## src/rtl/pc_gen_pkg.sv

```systemverilog
// Shared encodings for the PC generator: branch conditions, jump kinds, FSM states.
package pc_gen_pkg;

  typedef enum logic [2:0] {
    BR_NONE = 3'd0, BR_EQ, BR_NE, BR_GEZ, BR_GTZ, BR_LEZ, BR_LTZ
  } br_cond_e;

  typedef enum logic [1:0] {
    JMP_NONE = 2'd0, JMP_J, JMP_JR, JMP_RSVD
  } jmp_e;

  typedef enum logic [1:0] {
    BOOT = 2'd0, RUN, HOLD
  } state_e;

  function automatic logic br_taken(input logic [2:0] cond, input logic zero, input logic sml);
    case (cond)
      BR_EQ:   return zero;
      BR_NE:   return ~zero;
      BR_GEZ:  return ~sml | zero;
      BR_GTZ:  return ~sml & ~zero;
      BR_LEZ:  return sml | zero;
      BR_LTZ:  return sml;
      default: return 1'b0;
    endcase
  endfunction

endpackage

```

## src/rtl/pc_gen_unit_next_sel.sv

```systemverilog
// Combinational next-PC candidate selection with exception > eret > jump > branch priority.
// PC_MISALIGN_EN turns misaligned jr/eret targets into exceptions.
module pc_next_sel import pc_gen_pkg::*; #(
  parameter int                ADDR_W    = 32,
  parameter logic [ADDR_W-1:0] EXC_VEC   = 'h4180,
  parameter logic [ADDR_W-1:0] JUMP_BASE = 'h3000
) (
  input  logic [ADDR_W-1:0] pc,
  input  logic [ADDR_W-1:0] pc_plus4,
  input  logic [ADDR_W-1:0] epc,
  input  logic              ctrl_valid,
  input  logic [2:0]        br_cond,
  input  logic              zero,
  input  logic              sml,
  input  logic [15:0]       imm16,
  input  logic [1:0]        jmp,
  input  logic [25:0]       target,
  input  logic [ADDR_W-1:0] jump_reg,
  input  logic              exc_req,
  input  logic              eret,
  output logic [ADDR_W-1:0] next_addr,
  output logic              nonseq,
  output logic              is_exc
`ifdef PC_MISALIGN_EN
  ,
  output logic              bad,
  output logic [ADDR_W-1:0] bad_tgt
`endif
);

  logic [ADDR_W-1:0] j_addr, jr_addr, br_addr, tgt;
  logic              raw_exc;

  assign j_addr  = {pc[ADDR_W-1:28], target, 2'b00} + JUMP_BASE;
  assign jr_addr = jump_reg + JUMP_BASE;
  assign br_addr = pc + {{(ADDR_W-18){imm16[15]}}, imm16, 2'b00};

  always_comb begin
    tgt     = pc_plus4;
    nonseq  = 1'b0;
    raw_exc = 1'b0;
    if (ctrl_valid) begin
      if (exc_req) begin
        tgt = EXC_VEC; nonseq = 1'b1; raw_exc = 1'b1;
      end else if (eret) begin
        tgt = epc; nonseq = 1'b1;
      end else if (jmp == JMP_J) begin
        tgt = j_addr; nonseq = 1'b1;
      end else if (jmp == JMP_JR) begin
        tgt = jr_addr; nonseq = 1'b1;
      end else if (br_taken(br_cond, zero, sml)) begin
        tgt = br_addr; nonseq = 1'b1;
      end
    end
  end

`ifdef PC_MISALIGN_EN
  // Only register-sourced targets (eret, jr) can be misaligned.
  logic chk;
  assign chk       = ctrl_valid & ~exc_req & (eret | (jmp == JMP_JR));
  assign bad       = chk & (tgt[1:0] != 2'b00);
  assign bad_tgt   = tgt;
  assign next_addr = bad ? EXC_VEC : tgt;
  assign is_exc    = raw_exc | bad;
`else
  assign next_addr = tgt;
  assign is_exc    = raw_exc;
`endif

endmodule

```

## src/rtl/pc_gen_unit.sv

```systemverilog
// Fetch PC generator: PC/EPC registers, BOOT/RUN/HOLD FSM and pending-redirect buffer.
// Optional macro PC_MISALIGN_EN adds misaligned-target trapping and the bad_addr output.
module pc_gen_unit import pc_gen_pkg::*; #(
  parameter int                ADDR_W    = 32,
  parameter logic [ADDR_W-1:0] RESET_VEC = 'h3000,
  parameter logic [ADDR_W-1:0] EXC_VEC   = 'h4180,
  parameter logic [ADDR_W-1:0] JUMP_BASE = 'h3000
) (
  input  logic              clk,
  input  logic              rst,
  input  logic              if_ready,
  input  logic              ctrl_valid,
  input  logic [2:0]        br_cond,
  input  logic              zero,
  input  logic              sml,
  input  logic [15:0]       imm16,
  input  logic [1:0]        jmp,
  input  logic [25:0]       target,
  input  logic [ADDR_W-1:0] jump_reg,
  input  logic              exc_req,
  input  logic              eret,
  output logic              pc_valid,
  output logic [ADDR_W-1:0] pc,
  output logic [ADDR_W-1:0] pc_plus4,
  output logic              redirect,
  output logic [ADDR_W-1:0] epc
`ifdef PC_MISALIGN_EN
  ,
  output logic [ADDR_W-1:0] bad_addr
`endif
);

  state_e            state;
  logic [ADDR_W-1:0] pend_addr, next_addr;
  logic              pend_exc, nonseq, is_exc;
`ifdef PC_MISALIGN_EN
  logic              bad;
  logic [ADDR_W-1:0] bad_tgt;
`endif

  assign pc_plus4 = pc + ADDR_W'(4);

  pc_next_sel #(.ADDR_W(ADDR_W), .EXC_VEC(EXC_VEC), .JUMP_BASE(JUMP_BASE)) u_sel (
    .pc(pc), .pc_plus4(pc_plus4), .epc(epc), .ctrl_valid(ctrl_valid),
    .br_cond(br_cond), .zero(zero), .sml(sml), .imm16(imm16), .jmp(jmp),
    .target(target), .jump_reg(jump_reg), .exc_req(exc_req), .eret(eret),
    .next_addr(next_addr), .nonseq(nonseq), .is_exc(is_exc)
`ifdef PC_MISALIGN_EN
    , .bad(bad), .bad_tgt(bad_tgt)
`endif
  );

  always_ff @(posedge clk) begin
    if (!rst) begin
      state     <= BOOT;
      pc        <= RESET_VEC;
      pc_valid  <= 1'b0;
      redirect  <= 1'b0;
      epc       <= '0;
      pend_addr <= '0;
      pend_exc  <= 1'b0;
`ifdef PC_MISALIGN_EN
      bad_addr  <= '0;
`endif
    end else begin
      redirect <= 1'b0;
      case (state)
        BOOT: begin
          state    <= RUN;
          pc_valid <= 1'b1;
        end
        RUN: begin
          if (if_ready) begin
            pc       <= next_addr;
            redirect <= nonseq;
          end else if (nonseq) begin
            pend_addr <= next_addr;
            pend_exc  <= is_exc;
            state     <= HOLD;
          end
        end
        HOLD: begin
          // A fresh exception beats whatever is buffered; other requests are flushed.
          if (if_ready) begin
            pc       <= is_exc ? next_addr : pend_addr;
            redirect <= 1'b1;
            pend_exc <= 1'b0;
            state    <= RUN;
          end else if (nonseq && (is_exc || !pend_exc)) begin
            pend_addr <= next_addr;
            pend_exc  <= is_exc;
          end
        end
        default: state <= BOOT;
      endcase
      if (state != BOOT && is_exc) begin
        epc <= pc;
`ifdef PC_MISALIGN_EN
        if (bad) bad_addr <= bad_tgt;
`endif
      end
    end
  end

endmodule
```

## config.mk

```make
export PLATFORM = sky130hd
export DESIGN_NAME = pc_gen_unit
export DESIGN_NICKNAME = d
export VERILOG_FILES = /design/src/rtl/pc_gen_pkg.sv /design/src/rtl/pc_gen_unit_next_sel.sv /design/src/rtl/pc_gen_unit.sv
export SDC_FILE = /design/constraint.sdc
export NUM_CORES = 1
export LEC_CHECK = 0
export ABC_AREA = 1
export CAP_MARGIN = 20
export CORE_MARGIN = 2
export CORE_UTILIZATION = 50
export DETAILED_ROUTE_END_ITERATION = 7
export PLACE_DENSITY = 0.74
export SLEW_MARGIN = 40
export SYNTH_ARGS = -nofsm -noshare
export SYNTH_HDL_FRONTEND = slang
export SYNTH_SLANG_ARGS = --single-unit
```

## constraint.sdc

```tcl
create_clock -name clk -period 6.4 [get_ports clk]
set_input_delay 0.96 -clock clk [delete_from_list [all_inputs] [get_ports clk]]
set_output_delay 0.96 -clock clk [all_outputs]
set_load 0.01 [all_outputs]
```

# Word level (Yosys, flattened, before mapping)
# Index checks and enable logic that the tools add are counted.
# Widths: inputs -> output; s select.
# word_totals
reg_bits	101
output_inout_bits	98
# classes
n_mux	41
reduce_logical	11
n_eq_ne	17
addsub	4
bitwise	5
# op_table
op	count
$mux 32	13
$pmux 32 s2	2
$add 32x14->32 const B	2
$add 32x3->32 const B	1
$add 32x32->32	1
$mux 1	19
$ne 2x2->1 const B	6
$eq 3x3->1 const B	3
$eq 3x2->1 const B	2
$mux 2	3
$pmux 1 s6	1
$pmux 2 s3	1
$reduce_and 3->1	2
$reduce_and 5->1	1
$eq 2x1->1 const B	2
$eq 2x2->1 const B	2
$pmux 1 s2	2
$reduce_and 4->1	1
$reduce_bool 2->1	2
$eq 3x1->1 const B	1
$ne 3x3->1 const B	1
$logic_and 1x1->1	2
$logic_not 2->1	1
$not 1->1	2
4 further kinds	5

# Longest topological paths before layout
# depth
depth_word	18
mapped_depth	21
ltp_nobuf	21

# By module
# From an unflattened synthesis, not the netlist that was laid out.
# hier_totals
cells_unflattened	1699
area_unflattened_um2	9806.9
# by_module_without_submodules
module	cells_per_inst	n_inst	seq_area_each_um2	area_per_inst_um2
pc_gen_unit	786	1	2021.9	5228.8
pc_next_sel	913	1	0.0	4578.1

# Worst setup path after synthesis
# Ideal clock, no wire load.
# synth_path
path_kind	in2reg
from	input imm16[0]
to	register pend_addr[28]
path_buffers	0
setup_slack_ns	3.575
path_stages	21
setup_time_ns	0.113
t_arrival_ns	2.712
required_time_ns	6.287
path_cell_list	ha_1 inv_1 fa_1 inv_1 nand3_1 nand2_1 nand2_1 nand2_1 nand2_1 nand2_1 nand2_1 nand2_1 nand2_1 nand3_1 nand2_1 nand2_1 nand2_1 nand2_1 nand2_2 o21ai_1 inv_1
# synth_between
elab_chain_cells	10
# synth_rtl
item	line_no	text
start: declaration	pc_gen_unit.sv:16	input logic [15:0] imm16,
$add 32x32->32 *	pc_gen_unit_next_sel.sv:36	assign br_addr = pc + {{(ADDR_W-18){imm16[15]}}, imm16, 2'b00};
$mux 32 *	pc_gen_unit_next_sel.sv:51	end else if (br_taken(br_cond, zero, sml)) begin
$mux 32 *	pc_gen_unit_next_sel.sv:49	end else if (jmp == JMP_JR) begin
$mux 32 *	pc_gen_unit_next_sel.sv:47	end else if (jmp == JMP_J) begin
$mux 32 *	pc_gen_unit_next_sel.sv:45	end else if (eret) begin
$mux 32 *	pc_gen_unit_next_sel.sv:43	if (exc_req) begin
$mux 32 *	pc_gen_unit_next_sel.sv:42	if (ctrl_valid) begin
$mux 32 (on tied branches)	pc_gen_unit.sv:89, pc_gen_unit.sv:76	
$mux 32 (on tied branches)	pc_gen_unit.sv:84, pc_gen_unit.sv:73	
$pmux 32 s2 *	pc_gen_unit.sv:67	case (state)
end signal: assignment	pc_gen_unit.sv:77	pend_addr <= next_addr;
end signal: assignment	pc_gen_unit.sv:90	pend_addr <= next_addr;
end: declaration	pc_gen_unit.sv:34	logic [ADDR_W-1:0] pend_addr, next_addr;
# Mark *: on every way between the ends. The rest lies on a longest branch, timed or not. The select of a mux whose other input is x is not followed.
# A chain may end at the register's enable or synchronous reset.

# Final worst setup path
# layout_path
from	input jmp[0]
to	register pend_addr[20]
# layout_between
elab_chain_cells	9
# layout_rtl
item	line_no	text
start: declaration	pc_gen_unit.sv:17	input logic [1:0] jmp,
$eq 2x2->1	pc_gen_unit_next_sel.sv:49	
$mux 32 / $mux 1 (equally long branches)	pc_gen_unit_next_sel.sv:49	
$mux 32 / $mux 1 (equally long branches)	pc_gen_unit_next_sel.sv:47	
$mux 32 / $mux 1 (equally long branches)	pc_gen_unit_next_sel.sv:45	
$mux 32 / $mux 1 (equally long branches)	pc_gen_unit_next_sel.sv:43	
$mux 32 / $mux 1 (equally long branches)	pc_gen_unit_next_sel.sv:42	
$mux 32 (tied with other cells)	pc_gen_unit.sv:89	end else if (nonseq && (is_exc || !pend_exc)) begin
$mux 32 (tied with other cells)	pc_gen_unit.sv:84	if (if_ready) begin
$pmux 32 s2 / $reduce_and 5->1 (equally long branches)	n/a	
# Several ways; a longest one is shown, not always the timed one. The select of a mux whose other input is x is not followed.

==> impl_metrics.tcl <==
set metrics [dict create \
    status "finished, final reports clean" \
    vias 11800 \
    synth_top_area_share_pct 21.1 \
    timing.fmax_ghz 0.238 \
    hold_class "reg2reg" \
    cap_violations 0 \
    finalWirelength_microns 38500 \
    clock_latency_ps 360 \
    cellPowerDensity_nw_per_um2 328 \
    cts_tree "done" \
    synth_common_cells "nand2_1, inv_1, nor2_1" \
    final_layout_size_suffix_gt1_share_pct 5.25 \
    grt_util_met3_pct 6.53 \
    start_util_pct 51.1 \
    die-area_sq_um 20300 \
    grt_max_degree 80 \
    rsz0062_at_grt "no" \
    max_slew_margin_pct 42.4 \
    leakagePower_uw 0.00574 \
    worstPathArrival_ps 4460 \
    ctsHoldBuffers 0 \
    ys.flop_type "dfxtp_1" \
    std_cell_rows 50 \
    yosysWarnings 0 \
    grt_pass1_wl_microns 57900 \
    cts_resized 0 \
    gr-usage-all-layers_pct 37.0 \
    async_reset_ff_share_pct 0 \
    synthCells 1680 \
    syn_area_sq_um 9590 \
    ant_nets 0 \
    crit_fanout 35 \
    critPathCaptureType "flop" \
    die_w_microns 142 \
    cts_setup_buffers 0 \
    clkTransAtPathRegs_ps 70 \
    htree_levels 3 \
    pin_count 185 \
    hold_viol 0 \
    wire_per_inst_microns 18.6 \
    dr.pass1.iters 6 \
    cts_num_sinks 101 \
    globalRouteMet2Util_pct 57.8 \
    required_ps 6650 \
    slew_violations 0 \
    port_buffers 184 \
    postLayoutCellArea_sq_um 11800 \
    drt_iter0_markers 1179 \
    core_area_sq_um 18800 \
    fin_skew_ps 7.41 \
    grt_util_met1_pct 51.1 \
    tightest_slew_ps 864 \
    setup_viol 0 \
    drc_errors 0 \
    placed_cell_area_sq_um 11500 \
    die_h_microns 142 \
    yosys-top-cells-area "dfxtp_1, nand2_1, inv_1" \
    period_minus_slack_ps 4210 \
    synth-edff-count 0 \
    hold_slack_ps 459 \
    cts_root_buffer "clkbuf_16" \
    syn_to_final_growth_pct 23.1 \
    startpoint_type "input pin" \
    ys_types 49 \
    numCtsBuffers 9 \
    r2r_cells 20 \
    min_path_cells 2 \
    busiest_layer "met2" \
    nNetsFinal 1947 \
    antenna_found_initial 0 \
    synth_most_common_cell "nand2_1" \
    syn_avg_cell_area_sq_um 5.71 \
    fin_total_pwr_uw 3870 \
    grt_pass1_vias 10600 \
    viasPerCell 5.70 \
    final.setup.tns_ps 0 \
    syn_nets 1803 \
    grt_overflow 0 \
    finalCritPeriodShare_pct 65.8 \
    irDropWorstVdd_v 0.000417 \
    synth.largest_area_cell "dfxtp_1" \
    dp_hpwl_microns 29900 \
    synth_seq_cells 101 \
    clk_path_buf_depth 2 \
    gp_congestion 1.00 \
    crit_type "in2reg" \
    synth-seq-area-share_pct 21.1 \
]
through the flow:
step | util, % | std cells | setup slack (ps)
CTS | 62.9 | 2063 | 2270
floorplan | - | 1680 | 3580
global route | 62.9 | 2063 | 1920
finish | 62.9 | 2064 | 2190
global placement | 61.3 | 2047 | 2030
detailed placement | 61.3 | 2047 | 1900
per-layer routing:
metal	wire length (microns)	share of wire [%]
met5	0	0
met2	17000	44
met4	1390	3.6
met3	3940	10
met1	16200	42
power breakdown:
part | switching, uW | leakage [uW] | internal [uW]
combinational | 1400 | 0.00478 | 851
sequential | 291 | 0.000827 | 798
clock | 259 | 0.000137 | 272
total | 1950 | 0.00574 | 1920
state kept, by name, summed over array words and instances (netlist names):
register / flops
epc: 32
pc: 32
state: 2
pc_valid: 1
pend_addr: 32
pend_exc: 1
redirect: 1
layout make-up:
class | instances | area, sq um
Multi-Input combinational cell | 1280 | 6390
Tap cell | 234 | 293
Antenna cell | 1 | 2.50
Sequential cell | 101 | 2020
Inverter | 239 | 897
Timing Repair Buffer | 193 | 1900
Clock buffer | 10 | 229
Clock inverter | 6 | 56.3
Fill cell | 1935 | 6970
critical path, cell delays in order:
cell	delay (ps)
clkdlybuf4s50_1	490
nand2_1	60
buf_4	210
inv_2	360
nor2_4	110
inv_2	120
nor2_1	50
nand3_1	170
nand2_1	90
nand2_1	100
nand3_1	60
inv_1	80
nand3_2	510
inv_2	710
nand3_1	170
o211ai_1	120
inv_1	60
placed cells by master (no fill, tap or decap), types with 4 or more instances in the layout:
cell	n
o21ai_0	132
o21bai_1	7
dfxtp_1	101
nand2_1	478
nand4_1	20
xor2_1	25
a21oi_1	144
nor3_4	4
a31oi_1	16
or2_2	12
nor3_2	7
nor3_1	22
nor2_2	7
nand2_2	8
ha_1	35
o21ai_1	14
o211ai_1	7
nand3_2	4
inv_1	223
xnor2_1	12
nor2_4	8
buf_4	9
clkdlybuf4s50_1	183
nand3_1	106
and2_1	5
nor2_1	173
clkbuf_16	9
o22ai_1	5
inv_2	14
cell families after synthesis:
group	synth area share, %
and+or+nand+nor	39.1
muxes	0.209
adders and majority gates	4.78
DFF	21.1
buffers and inverters	12.2
AOI/OAI and AO/OA	19.1
xor gates and xnor gates	3.55
final timing paths:
path	startpoint	endpoint	slack [ps]
min reg2reg	pend_addr[5]	pend_addr[5]	460
max reg2reg	pc[2]	pc[12]	2990
max	jmp[0]	pend_addr[20]	2190
min	pend_addr[5]	pend_addr[5]	460
(Power assumes the default switching activity.)
